$ cat config.mk
export PLATFORM = sky130hd
export DESIGN_NAME = fft_input_loader
export DESIGN_NICKNAME = d
export VERILOG_FILES = /design/src/rtl/fft_consts.sv /design/src/rtl/fft_input_loader.sv
export SDC_FILE = /design/constraint.sdc
export NUM_CORES = 1
export LEC_CHECK = 0
export ABC_CLOCK_PERIOD_IN_PS = 2150
export BUFFER_PORTS_ARGS = -buffer_cell sky130_fd_sc_hd__clkbuf_2
export CELL_PAD_IN_SITES_DETAIL_PLACEMENT = 1
export CELL_PAD_IN_SITES_GLOBAL_PLACEMENT = 1
export CORE_MARGIN = 3
export CORE_UTILIZATION = 37
export CTS_BUF_LIST = sky130_fd_sc_hd__clkbuf_16
export DETAILED_ROUTE_END_ITERATION = 8
export GPL_TIMING_DRIVEN = 0
export PLACE_DENSITY_LB_ADDON = 0.1
export SYNTH_ARGS = -nofsm -noshare
export SYNTH_HDL_FRONTEND = slang
export SYNTH_SLANG_ARGS = --single-unit
$ cat constraint.sdc
create_clock -name clk -period 2.15 [get_ports clk]
set_input_delay 0.3225 -clock clk [delete_from_list [all_inputs] [get_ports clk]]
set_output_delay 0.3225 -clock clk [all_outputs]
set_load 0.05 [all_outputs]
$ cat src/rtl/fft_consts.sv
// Shared FFT core constants, sample type, loader state encoding and the
// address bit-reversal helper.
package fft_consts;

   localparam int N_LOG2     = 4;
   localparam int N          = 1 << N_LOG2;
   localparam int DW_COMPLEX = 32;

   typedef struct packed {
      logic signed [DW_COMPLEX/2-1:0] r;
      logic signed [DW_COMPLEX/2-1:0] i;
   } complex_t;

   typedef enum logic [1:0] {
      LD_LOAD  = 2'd0,
      LD_FLUSH = 2'd1,
      LD_START = 2'd2,
      LD_WAIT  = 2'd3
   } loader_state_t;

   // Mirror the N_LOG2 address bits: bit 0 becomes the MSB.
   function automatic logic [N_LOG2-1:0] bitrev(input logic [N_LOG2-1:0] a);
      logic [N_LOG2-1:0] r;
      r = '0;
      for (int b = 0; b < N_LOG2; b++) begin
         r[N_LOG2-1-b] = a[b];
      end
      return r;
   endfunction

endpackage

$ cat src/rtl/fft_input_loader.sv
// Loads one N-sample frame into RAM A port A, then starts the AGU and waits
// for it. Define FFT_LOADER_BITREV_EN for bit-reversed write order (DIT core).
module fft_input_loader #(
   parameter int N_LOG2     = fft_consts::N_LOG2,
   parameter int DW_COMPLEX = fft_consts::DW_COMPLEX
) (
   input  logic                  clk,
   input  logic                  rst_n,
   input  logic                  s_valid,
   output logic                  s_ready,
   input  logic [DW_COMPLEX-1:0] s_data,
   input  logic                  s_last,
   output logic                  ram_en,
   output logic                  ram_we,
   output logic [N_LOG2-1:0]     ram_addr,
   output logic [DW_COMPLEX-1:0] ram_din,
   output logic                  fft_start,
   input  logic                  fft_done,
   output logic                  frame_err
);

   import fft_consts::*;

   localparam logic [N_LOG2-1:0] CNT_LAST = '1;

   loader_state_t     state;
   logic [N_LOG2-1:0] cnt;
   logic [N_LOG2-1:0] wr_addr;
   logic              accept;

   // Ready is forced low while reset is held so no beat is taken mid-reset.
   assign s_ready = rst_n && (state == LD_LOAD);
   assign accept  = s_valid && s_ready;

`ifdef FFT_LOADER_BITREV_EN
   assign wr_addr = bitrev(cnt);
`else
   assign wr_addr = cnt;
`endif

   // NOTE: all state here uses non-blocking assignments so every register
   // samples pre-edge values; blocking would create order-dependent logic.
   always_ff @(posedge clk or negedge rst_n) begin
      if (!rst_n) begin
         state     <= LD_LOAD;
         cnt       <= '0;
         ram_en    <= 1'b0;
         ram_we    <= 1'b0;
         ram_addr  <= '0;
         ram_din   <= '0;
         fft_start <= 1'b0;
         frame_err <= 1'b0;
      end else begin
         ram_en    <= accept;
         ram_we    <= accept;
         fft_start <= 1'b0;
         frame_err <= 1'b0;

         if (accept) begin
            ram_addr <= wr_addr;
            ram_din  <= s_data;
         end

         case (state)
            LD_LOAD: begin
               if (accept) begin
                  if (cnt == CNT_LAST) begin
                     // Full frame: commit it even if s_last was missing.
                     cnt       <= '0;
                     state     <= LD_FLUSH;
                     frame_err <= !s_last;
                  end else if (s_last) begin
                     // Early last: drop the partial frame and restart.
                     cnt       <= '0;
                     frame_err <= 1'b1;
                  end else begin
                     cnt <= cnt + 1'b1;
                  end
               end
            end
            LD_FLUSH: begin
               state     <= LD_START;
               fft_start <= 1'b1;
            end
            LD_START: state <= LD_WAIT;
            LD_WAIT:  if (fft_done) state <= LD_LOAD;
            default:  state <= LD_LOAD;
         endcase
      end
   end

endmodule

# ---- Yosys cells after proc, flatten, opt, wreduce, memory -nomap -nowiden
# Index checks and enable logic that the tools add are counted.
dict set report totals {
  in_bits 37
  out_inout_bits 41
  wordCells 32
  register_bits 45
}
dict set report classes {
  add_sub_neg 1
  muxes 11
  reduce_logical 6
  eq_ne 7
}
# cell n
set op_table {}
lappend op_table {{$mux 4} 2}
lappend op_table {{$pmux 2 s4} 1}
lappend op_table {{$mux 2} 3}
lappend op_table {{$mux 1} 5}
lappend op_table {{$add 4x1->4 const B} 1}
lappend op_table {{$eq 2x2->1 const B} 2}
lappend op_table {{$eq 4x4->1 const B} 1}
lappend op_table {{$ne 2x2->1 const B} 2}
lappend op_table {{$reduce_and 3->1} 1}
lappend op_table {{$eq 2x1->1 const B} 1}
lappend op_table {{$logic_and 1x1->1} 2}
lappend op_table {{$logic_not 2->1} 1}
lappend op_table {{$ne 2x1->1 const B} 1}
lappend op_table {{$reduce_and 2->1} 1}
lappend op_table {{$logic_not 1->1} 1}

# ---- Depth between registers and ports, before layout
dict set report depth {
  word_depth 5
  ltp_mapped 6
  mapped_depth_nobuf 5
}

# ---- Worst setup path after synthesis
# No wires, ideal clock.
dict set report synth_timing {
  kind {flip-flop to flip-flop}
  start {reg state[0]}
  end {reg ram_addr[0]}
  t_arrival_ns 1.407
  path_stages_with_launch 6
  path_slack_ns 0.618
  period_less_slack_ns 1.532
  path_cell_list {dfrtp_1 > inv_1 > ha_1 > nand3_2 > buf_2 > mux2_2}
}
dict set report synth_via {
  elab_chain_cells 3
}
# element line
set synth_rtl {}
lappend synth_rtl {{start: declaration} fft_input_loader.sv:26} ;# loader_state_t state;
lappend synth_rtl {{start signal: assignment} fft_input_loader.sv:45} ;# state <= LD_LOAD;
lappend synth_rtl {{start signal: assignment} fft_input_loader.sv:70} ;# state <= LD_FLUSH;
lappend synth_rtl {{start signal: assignment} fft_input_loader.sv:82} ;# state <= LD_START;
lappend synth_rtl {{$logic_not 2->1} fft_input_loader.sv:32} ;# assign s_ready = rst_n && (state == LD_LOAD);
lappend synth_rtl {{$logic_and 1x1->1} fft_input_loader.sv:32}
lappend synth_rtl {{$logic_and 1x1->1} fft_input_loader.sv:33} ;# assign accept = s_valid && s_ready;
lappend synth_rtl {{end signal: assignment} fft_input_loader.sv:60} ;# ram_addr <= wr_addr;
lappend synth_rtl {{end: declaration} fft_input_loader.sv:15} ;# output logic [N_LOG2-1:0] ram_addr,
# No other way between the ends.
# A chain may end at the register's enable or synchronous reset.

# ---- Worst setup path after layout
dict set report layout_timing {
  start {reg state[0]}
  end {out s_ready}
}
dict set report layout_via {
  elab_chain_cells 2
}
# element line
set layout_rtl {}
lappend layout_rtl {{$logic_not 2->1} fft_input_loader.sv:32}
lappend layout_rtl {{$logic_and 1x1->1} fft_input_loader.sv:32}
lappend layout_rtl {{end: declaration} fft_input_loader.sv:10} ;# output logic s_ready,
# No other way between the ends.

==> metrics <==
status complete, no violations; placed insts 275; warnings from Yosys 0; Worst-Skew Late Latency 0.28 ns; final period utilization 0.846; commonest non-fill, non-tap cell in the layout clkbuf_2; antenna violation net count after detailed routing 0; initial antenna violation count 0; CP max FO 6; final hold viol count 0; number of buffers created by CTS 5; leading area contributor after synthesis dfrtp_1; Worst Hold Class primary input to async pin; layout cell share with drive strength beyond 1 0.588; final setup violation count 0; Worst Path Required 1.83 ns; port buffer count 77; syn avg cell area 14.2 um2; IO Pins 78; # diodes 0; routed vias 1,333; CTS tree yes; post-synthesis cell type count 28; site row count 25; Yosys top cell area share 0.605; Fillers 525; first-pass GRT wire length 6.98 mm; Total GRT Usage 0.149; Nets 258; Clock Path Buffers 2; aggregate routed wire length 4.16 mm; Register-to-Register Path Depth 6; relative slew slack 0.568; CORE AREA 4790 um2; Synthesized Nets 174; Clock Sinks 45; flops & latches, synth 45; fmax 550 MHz; Worst EP arrival 1.50 ns; reg-to-reg startpoint state[0]; critical path type flip-flop to primary output; Die X 76.9 um; Synth area leaders dfrtp_1 61%, mux2_2 21%, ha_1 4.0%; DRC 0; unrepaired setup endpoints after global routing false; Final GP Congestion 0.719; post-cts resize count 1; DR vias/cell 4.71; Reg2Reg Capture Point cnt[0]; DIE HEIGHT 76.9 um; most frequent cells in the layout 76 x clkbuf_2, 45 x dfrtp_1, 35 x mux2_2; Setup crit end kind primary output; H-tree depth 2; max cap viols 0; final non-filler cell total 283; Final Max Tran Viols 0; worst-margin pin slew 0.647 ns; critical path launch point type flip-flop; grt ovf 0; Routed wire per std cell 14.7 um; Pre-antenna DRT Iters 4; largest net degree at the start of global routing 50; initial DRC count 57; Seq/Total Area, Yosys 0.605; post-DP HPWL 3.20 mm; vias in the first global route 1,414; Die ar. 5920 um2; hold bufs inserted after CTS 0; Clock Skew 0.00465 ns; Reg clk slew, reported paths 0.06 ns; Post-CTS Setup Repair Bufs 0; CTS root buf clkbuf_16; area grow syn2layout 35.6%; setup TNS 0 ns; Period minus WS final 1.82 ns; r2r setup slk 0.38 ns; Initial Util 0.389; Mapped Cells 131; post-synthesis cell area 1860 um2
==> how the worst max path moves through the flow <==
stage | startpoint | endpoint | depth (start not counted) | slack (ns)
finish | state[0] | s_ready | 4 | 0.33
CTS | state[0] | s_ready | 4 | 0.31
global route | state[0] | cnt[0] | 6 | 0.19
floorplan | state[0] | ram_addr[0] | 5 | 0.62
detailed placement | rst_n | cnt[2] | 4 | -0.37
global placement | rst_n | cnt[2] | 4 | -0.31
==> layout make-up <==
cell class / count / area (um2) / share of cell area
Clock buffer: 5 / 125 / 0.0496
Multi-Input combinational cell: 75 / 684 / 0.271
Clock inverter: 3 / 65.1 / 0.0258
Inverter: 6 / 22.5 / 0.00893
Sequential cell: 45 / 1130 / 0.446
Tap cell: 67 / 83.8 / 0.0332
Timing Repair Buffer: 77 / 388 / 0.154
Buffer: 5 / 27.5 / 0.0109
==> synth_stat cells <==
library cell,instances
a2111oi_0,2
a21boi_0,1
a21o_1,2
a21oi_1,4
and2_1,1
and3_1,1
buf_2,4
buf_4,1
dfrtp_1,45
ha_1,6
inv_1,6
mux2_2,35
nand2_1,5
nand2b_1,1
nand3_1,1
nand3_2,1
nand3b_1,1
nand4b_1,1
nor2_1,1
nor2b_1,1
nor4_1,1
o21ai_0,3
o221ai_1,1
o311ai_1,1
or2_2,1
or3_1,2
or4b_1,1
xnor2_1,1
==> registers in the layout, summed over array words and instances, names as in the netlist <==
register   count
state          2
ram_addr       4
fft_start      1
cnt            4
ram_we         1
ram_din       32
frame_err      1
==> logic make-up after synthesis <==
kind of cell / synth area share
xor+xnor: 0.00471
mux: 0.212
fa+ha+maj: 0.0403
compound gates: 0.0498
simple gates: 0.0612
buf+inv: 0.0269
flops: 0.605
==> per-stage QoR <==
step / area, um2 / util / setup slack (ns) / hold slack, ns
after floorplan: 1860 / - / 0.618 / 0.0269
after global routing: 2520 / 0.527 / 0.186 / 0.150
after global placement: 2330 / 0.487 / -0.308 / 0.471
final: 2520 / 0.527 / 0.332 / 0.0922
after detailed placement: 2330 / 0.487 / -0.370 / 0.474
after CTS: 2520 / 0.527 / 0.310 / 0.120
==> critical path, cell delays in order, from the launching register on <==
cell	delay [ns]
dfrtp_1	0.42
inv_1	0.12
ha_1	0.26
and2_1	0.15
clkbuf_2	0.27
==> routing by layer <==
metal  routed length [um]  part of all wire  GRT usage  vias up
li1                     -                 -          -      626
met1                 1710              0.41      0.178      652
met2                 2170              0.52      0.259       48
met3                  224             0.054     0.0423        7
met4                   50             0.012     0.0489        0
met5                    0                 0          0        -
Power is left out: the tool's default activity adds up to more than one toggle a clock period on the data nets, which glitch-free logic cannot reach.
